`config.mk`:
```
export PLATFORM = sky130hd
export DESIGN_NAME = fir_bank_scheduler_flat
export DESIGN_NICKNAME = d
export VERILOG_FILES = /design/src/rtl/fir_bank_scheduler_if.sv /design/src/rtl/fir_bank_scheduler.sv /design/src/flat_wrapper.sv
export SDC_FILE = /design/constraint.sdc
export NUM_CORES = 2
export LEC_CHECK = 0
export CORE_MARGIN = 5
export CORE_UTILIZATION = 40
export CTS_CLUSTER_DIAMETER = 40
export DETAILED_ROUTE_END_ITERATION = 6
export MAX_ROUTING_LAYER = met4
export PLACE_DENSITY = 0.67
export SLEW_MARGIN = 20
export SYNTH_ARGS = -nofsm -noshare
export SYNTH_HDL_FRONTEND = slang
export SYNTH_SLANG_ARGS = --single-unit
```
`constraint.sdc`:
```
create_clock -name clk -period 12.9 [get_ports clk]
set_input_delay 1.29 -clock clk [delete_from_list [all_inputs] [get_ports clk]]
set_output_delay 1.29 -clock clk [all_outputs]
set_load 0.03 [all_outputs]
```
`src/rtl/fir_bank_scheduler_if.sv`:
```
// Sample handshake, coefficient-memory port and result bus of the shared-MAC filter bank.
// FIR_CH_MASK_EN adds the per-channel enable input ch_en.
interface fir_bank_scheduler_if #(
  parameter int NTAPS = 16,
  parameter int NCH   = 4,
  parameter int DW    = 16,
  parameter int CW    = 16
);
  localparam int AW = $clog2(NCH * NTAPS);

  logic                 in_valid;
  logic                 in_ready;
  logic signed [DW-1:0] in;
  logic [AW-1:0]        coef_addr;
  logic signed [CW-1:0] coef_data;
  logic                 out_valid;
  logic signed [DW-1:0] LP_out;
  logic signed [DW-1:0] HP_out;
  logic signed [DW-1:0] BP_out;
  logic signed [DW-1:0] MA_out;
`ifdef FIR_CH_MASK_EN
  logic [NCH-1:0]       ch_en;
`endif

  modport master (
    output in_valid, in, coef_data,
    input  in_ready, coef_addr, out_valid, LP_out, HP_out, BP_out, MA_out
`ifdef FIR_CH_MASK_EN
    , output ch_en
`endif
  );

  modport slave (
    input  in_valid, in, coef_data,
    output in_ready, coef_addr, out_valid, LP_out, HP_out, BP_out, MA_out
`ifdef FIR_CH_MASK_EN
    , input ch_en
`endif
  );
endinterface

```
`src/rtl/fir_bank_scheduler.sv`:
```
// Four FIR channels (LP, HP, BP, MA) sharing one delay line and one MAC over a sync coefficient ROM.
// Optional FIR_CH_MASK_EN: ch_en selects which channels are computed for each accepted sample.
//
// state | meaning
// IDLE  | waiting for a sample, in_ready=1
// RUN   | one coefficient fetch per cycle over all taps of each enabled channel
// DRAIN | last product completes; returns to IDLE with out_valid
module fir_bank_scheduler #(
  parameter int NTAPS = 16,
  parameter int NCH   = 4,
  parameter int DW    = 16,
  parameter int CW    = 16,
  parameter int ACCW  = 40,
  parameter int SHIFT = 15
) (
  input  logic                 clk,
  input  logic                 rst,
  fir_bank_scheduler_if.slave  bus
);
  localparam int AW  = $clog2(NCH * NTAPS);
  localparam int TW  = $clog2(NTAPS);
  localparam int CHW = (NCH > 1) ? $clog2(NCH) : 1;
  localparam logic [TW-1:0]          TAP_LAST = TW'(NTAPS - 1);
  localparam logic signed [ACCW-1:0] SMAX = {{(ACCW-DW+1){1'b0}}, {(DW-1){1'b1}}};
  localparam logic signed [ACCW-1:0] SMIN = ~SMAX;
  localparam logic signed [DW-1:0]   DMAX = {1'b0, {(DW-1){1'b1}}};
  localparam logic signed [DW-1:0]   DMIN = {1'b1, {(DW-1){1'b0}}};

  typedef enum logic [1:0] {IDLE, RUN, DRAIN} state_t;

  state_t         state, state_nx;
  logic [CHW-1:0] ch, ch_nx;
  logic [TW-1:0]  tap, tap_nx;
  logic [NCH-1:0] en_q, en_nx, ch_mask;
  logic           out_valid, ov_nx, mac_nx;
  logic [CHW:0]   first_sel, succ_sel;
  logic           accept;

`ifdef FIR_CH_MASK_EN
  assign ch_mask = bus.ch_en;
`else
  assign ch_mask = '1;
`endif

  // {found, index} of the lowest set bit of m at or above position from
  function automatic logic [CHW:0] next_en(input logic [NCH-1:0] m, input int from);
    logic [CHW:0] r;
    r = '0;
    for (int i = NCH - 1; i >= 0; i--)
      if (m[i] && i >= from) r = {1'b1, CHW'(i)};
    return r;
  endfunction

  assign first_sel = next_en(ch_mask, 0);
  assign succ_sel  = next_en(en_q, int'(ch) + 1);
  assign accept    = bus.in_valid && (state == IDLE);

  always_ff @(posedge clk or posedge rst) begin
    if (rst) begin
      state     <= IDLE;
      ch        <= '0;
      tap       <= '0;
      en_q      <= '0;
      out_valid <= 1'b0;
    end else begin
      state     <= state_nx;
      ch        <= ch_nx;
      tap       <= tap_nx;
      en_q      <= en_nx;
      out_valid <= ov_nx;
    end
  end

  always_comb begin
    state_nx = state;
    ch_nx    = ch;
    tap_nx   = tap;
    en_nx    = en_q;
    ov_nx    = 1'b0;
    mac_nx   = 1'b0;
    case (state)
      IDLE: begin
        if (bus.in_valid) begin
          en_nx    = ch_mask;
          tap_nx   = '0;
          ch_nx    = first_sel[CHW-1:0];
          state_nx = first_sel[CHW] ? RUN : DRAIN;
        end
      end
      RUN: begin
        mac_nx = 1'b1;
        if (tap == TAP_LAST) begin
          tap_nx = '0;
          if (succ_sel[CHW]) ch_nx = succ_sel[CHW-1:0];
          else               state_nx = DRAIN;
        end else begin
          tap_nx = tap + 1'b1;
        end
      end
      DRAIN: begin
        ov_nx    = 1'b1;
        state_nx = IDLE;
      end
      default: state_nx = IDLE;
    endcase
  end

  assign bus.in_ready  = (state == IDLE);
  assign bus.out_valid = out_valid;
  assign bus.coef_addr = (state == RUN) ? AW'(ch) * AW'(NTAPS) + AW'(tap) : '0;

  // MAC runs one cycle behind the address because the coefficient memory is synchronous
  logic signed [DW-1:0]   x [NTAPS];
  logic signed [DW-1:0]   res [NCH];
  logic signed [DW-1:0]   out_q [NCH];
  logic signed [ACCW-1:0] acc, prod, acc_nx, shifted;
  logic signed [DW-1:0]   sat_val;
  logic [TW-1:0]          tap_d;
  logic [CHW-1:0]         ch_d;
  logic                   mac_v, last_d;

  assign last_d = mac_v && (tap_d == TAP_LAST);

  always_comb begin
    prod    = ACCW'(bus.coef_data) * ACCW'(x[tap_d]);
    acc_nx  = ((tap_d == '0) ? '0 : acc) + prod;
    shifted = acc_nx >>> SHIFT;
    if (shifted > SMAX)      sat_val = DMAX;
    else if (shifted < SMIN) sat_val = DMIN;
    else                     sat_val = shifted[DW-1:0];
  end

  always_ff @(posedge clk or posedge rst) begin
    if (rst) begin
      for (int k = 0; k < NTAPS; k++) x[k] <= '0;
      for (int c = 0; c < NCH; c++) begin
        res[c]   <= '0;
        out_q[c] <= '0;
      end
      acc   <= '0;
      tap_d <= '0;
      ch_d  <= '0;
      mac_v <= 1'b0;
    end else begin
      mac_v <= mac_nx;
      tap_d <= tap;
      ch_d  <= ch;
      if (accept) begin
        x[0] <= bus.in;
        for (int k = 1; k < NTAPS; k++) x[k] <= x[k-1];
      end
      if (mac_v) acc <= acc_nx;
      if (last_d) res[ch_d] <= sat_val;
      // final channel's result is still in flight on the out_valid edge, so bypass it
      if (ov_nx) begin
        for (int c = 0; c < NCH; c++) begin
          if (!en_q[c])                           out_q[c] <= '0;
          else if (last_d && ch_d == CHW'(c))     out_q[c] <= sat_val;
          else                                    out_q[c] <= res[c];
        end
      end
    end
  end

  assign bus.LP_out = out_q[0];
  assign bus.HP_out = out_q[1];
  assign bus.BP_out = out_q[2];
  assign bus.MA_out = out_q[3];
endmodule
```
`src/flat_wrapper.sv`:
```
// flat-port wrapper written by rule: the top's interface ports become plain ports
module fir_bank_scheduler_flat 
#(
  parameter int NTAPS = 16,
  parameter int NCH   = 4,
  parameter int DW    = 16,
  parameter int CW    = 16,
  parameter int ACCW  = 40,
  parameter int SHIFT = 15
)
  (clk, rst, bus_in_valid, bus_in, bus_coef_data, bus_in_ready, bus_coef_addr, bus_out_valid, bus_LP_out, bus_HP_out, bus_BP_out, bus_MA_out);
  fir_bank_scheduler_if #(.NTAPS(NTAPS), .NCH(NCH), .DW(DW), .CW(CW)) bus_i ();
  input  logic clk;
  input  logic rst;
  input wire logic [$bits(bus_i.in_valid)-1:0] bus_in_valid;
  input wire logic [$bits(bus_i.in)-1:0] bus_in;
  input wire logic [$bits(bus_i.coef_data)-1:0] bus_coef_data;
  output wire logic [$bits(bus_i.in_ready)-1:0] bus_in_ready;
  output wire logic [$bits(bus_i.coef_addr)-1:0] bus_coef_addr;
  output wire logic [$bits(bus_i.out_valid)-1:0] bus_out_valid;
  output wire logic [$bits(bus_i.LP_out)-1:0] bus_LP_out;
  output wire logic [$bits(bus_i.HP_out)-1:0] bus_HP_out;
  output wire logic [$bits(bus_i.BP_out)-1:0] bus_BP_out;
  output wire logic [$bits(bus_i.MA_out)-1:0] bus_MA_out;
  assign bus_i.in_valid = bus_in_valid;
  assign bus_i.in = bus_in;
  assign bus_i.coef_data = bus_coef_data;
  assign bus_in_ready = bus_i.in_ready;
  assign bus_coef_addr = bus_i.coef_addr;
  assign bus_out_valid = bus_i.out_valid;
  assign bus_LP_out = bus_i.LP_out;
  assign bus_HP_out = bus_i.HP_out;
  assign bus_BP_out = bus_i.BP_out;
  assign bus_MA_out = bus_i.MA_out;
  fir_bank_scheduler #(.NTAPS(NTAPS), .NCH(NCH), .DW(DW), .CW(CW), .ACCW(ACCW), .SHIFT(SHIFT)) u_core (.clk(clk), .rst(rst), .bus(bus_i));
endmodule
```
==> results.py <==
metrics = {
    "clocking": {
        "cts.root.buffer_cell": "clkbuf_16",
        "worstSkewPairLatency_ns": 0.61,
        "hold_buffers": 0,
        "clock_sinks": 441,
        "cts_inserted_buffers": 71,
        "cts_tree": "built",
        "cts_max_level": 3,
        "path_clk_slew_ns": 0.05,
        "clock_path_buffers": 3,
    },
    "min_path": {
        "hp-class": "flop to flop",
        "min_from": "u_core.tap[3]",
    },
    "sta": {
        "finalClockSkew_ns": 0.0258,
        "fmax_mhz": 82.3,
        "worst_slew_pin_slew_ns": 1.15,
        "setup_violations": 0,
        "hold_viol": 0,
        "finalCriticalPeriod_ns": 12.15,
        "slew_headroom_pct": 23.1,
        "period_share_pct": 94.2,
        "slew_violations": 0,
        "fin_setup_tns_ns": 0,
    },
    "drt": {
        "remaining_drc_errors": 0,
        "routed_wl_microns": 75100,
        "final_antenna_net_count": 0,
        "firstDrtPassIters": 5,
        "drtIter0Drc": 1790,
        "wl_per_cell_microns": 16.6,
        "via_per_inst": 5.13,
        "dr_total_vias": 23200,
    },
    "setup_path": {
        "r2r_start": "u_core.tap_d[1]",
        "path_max_fanout": 27,
        "cp_slowest_cell": "or3_2",
        "arrival_ns": 12.67,
        "cpMostUsedCell": "fa_1",
        "path_delay_family": "simple AND/OR/NAND/NOR gates",
        "path_class": "flop to flop",
        "worstPathRequired_ns": 13.41,
        "cp-end-kind": "flop",
        "path_buf_inv": 7,
        "crit_path_start_kind": "flop",
        "slowest_delay_ns": 0.76,
        "startpoint": "u_core.tap_d[1]",
    },
    "die": {
        "die_h_microns": 290,
        "io_pins": 107,
        "die_w_microns": 290,
        "dieArea_sq_mm": 0.0838,
        "start_util_pct": 40.3,
        "core_region_area_sq_mm": 0.0775,
        "row_count": 102,
    },
    "yosys": {
        "netlist-cell-type-count": 73,
        "yosysTopAreaCellShare_pct": 35.3,
        "synth_top_cell_by_area": "dfrtp_1",
        "ys_seq_area_share_pct": 35.3,
        "ys_ff_latch": 441,
        "synth.area.top_cells": "dfrtp_1 (35%), fa_1 (17%), nand2_1 (12%), ha_1 (4.6%), inv_1 (4.4%)",
        "synth_enable_flop_cells": 0,
        "syn_area_per_cell_sq_um": 9.28,
        "syn-num-nets": 3780,
        "ys.flop_type": "dfrtp_1",
        "yosys.cell_count.top_type": "nand2_1",
        "synthArstFlopShare_pct": 100,
        "synthCells": 3367,
        "netlist_area_sq_mm": 0.0313,
        "ys_warn_count": 0,
        "synth_common_cells": "nand2_1 (965), dfrtp_1 (441), inv_1 (363), fa_1 (263), and2_1 (178)",
    },
    "grt": {
        "overflow": 0,
        "grt_start_max_net_pins": 164,
        "grt_pass1_vias": 23500,
        "grt_pass1_wl_microns": 124000,
        "antenna_found_initial": 1,
        "grt_use_total_pct": 18.6,
    },
    "layout": {
        "syn_to_final_growth_pct": 15.2,
        "final_nets": 3842,
        "multi_input_area_sq_mm": 0.0183,
        "drive_gt1_share_pct": 9.76,
        "fillerInstances": 7226,
        "final-seq-area_sq_mm": 0.0110,
    },
    "placement": {
        "routabilityCongestion": 0.853,
        "io_buffer_count": 106,
        "dp_hpwl_microns": 52500,
    },
    "outcome": {
        "status": "completed",
    },
    "job": {
        "cap_viol_max_count": 0,
    },
}
-- routing by layer --
layer  GRT usage (%)  up-vias  part of all wire (%)
met5               -        -                     0
met4            4.83        0                   2.3
met3            2.72      125                   4.5
met2            30.3      509                    50
met1            24.8    11600                    44
li1                -    11000                     -
-- path summary, 6_finish.rpt --
check | end | slack (ns) | cells past startpoint
min in group asynchronous | u_core.ch[1] | 1.31 | 3
max reg2reg | u_core.bus.BP_out[10] | 0.75 | 45
min | u_core.tap_d[3] | 0.44 | 0
min reg2reg | u_core.tap_d[3] | 0.44 | 0
max | u_core.bus.BP_out[10] | 0.75 | 45
max in group asynchronous | u_core.x[11] | 9.29 | 5
-- through the flow --
| stage | util [%] | instance area (sq um) | setup WS (ns) | std cells | hold slack [ns] |
|---|---|---|---|---|---|
| after global routing | 46.5 | 36000 | -0.0482 | 4526 | 0.476 |
| final | 46.5 | 36000 | 0.747 | 4526 | 0.445 |
| after floorplan | - | 31300 | 0.756 | 3367 | 0.400 |
| after CTS | 46.4 | 35900 | 0.483 | 4524 | 0.458 |
| after global placement | 43.2 | 33400 | 0.722 | 4395 | 0.453 |
| after detailed placement | 43.2 | 33400 | 0.530 | 4395 | 0.448 |
-- sequential cells by signal, indices dropped and copies added (netlist names) --
register / flops
u_core.bus.out_valid: 1
u_core.ch_d: 2
u_core.ch: 2
u_core.x: 256
u_core.acc: 40
u_core.tap_d: 4
u_core.bus.LP_out: 16
u_core.en_q: 1
u_core.state: 2
u_core.bus.BP_out: 16
u_core.mac_v: 1
u_core.tap: 4
u_core.bus.MA_out: 16
u_core.res: 64
u_core.bus.HP_out: 16
-- cells by family (layout without fill, tap and decap cells) --
family / count (synthesis) / count (layout) / synth area share (%)
and+or+nand+nor: 1344 / 1344 / 18.5
muxes: 184 / 184 / 7.73
AOI/OAI and AO/OA: 423 / 423 / 8.68
DFF: 441 / 441 / 35.3
adders and majority gates: 378 / 378 / 21.4
xor gates and xnor gates: 70 / 70 / 1.99
other: 0 / 1 / 0
buffers and inverters: 527 / 645 / 6.38
-- final cells by class --
cell class,count,share of cell area [%]
diodes,1,0.00695
repair buffers,152,4.06
inverters,364,3.81
well taps,1040,3.61
flip-flops and latches,441,30.7
multi-input cells,2399,50.8
clock inverters,44,1.70
clock buffers,85,5.30
-- layout by cell type (no fill, tap or decap), types with 64 or more instances in the layout --
master	netlist	final
dfrtp_1	441	438
o21ai_1	64	64
nor2_1	86	86
nand2_1	965	954
o21ai_0	65	65
ha_1	115	115
clkbuf_16	0	71
clkdlybuf4s50_1	0	106
mux2_2	88	88
inv_1	363	362
a22oi_1	75	75
a21oi_1	104	102
fa_1	263	263
and2_1	178	176
-- what timing repair did --
action,CTS,global route
gates resized for setup,0,12
setup buffers,0,1
endpoints found under the setup margin,0,120
Power is not shown: default switching activity piles up to over one toggle a cycle in this logic, so the estimate is an artifact.
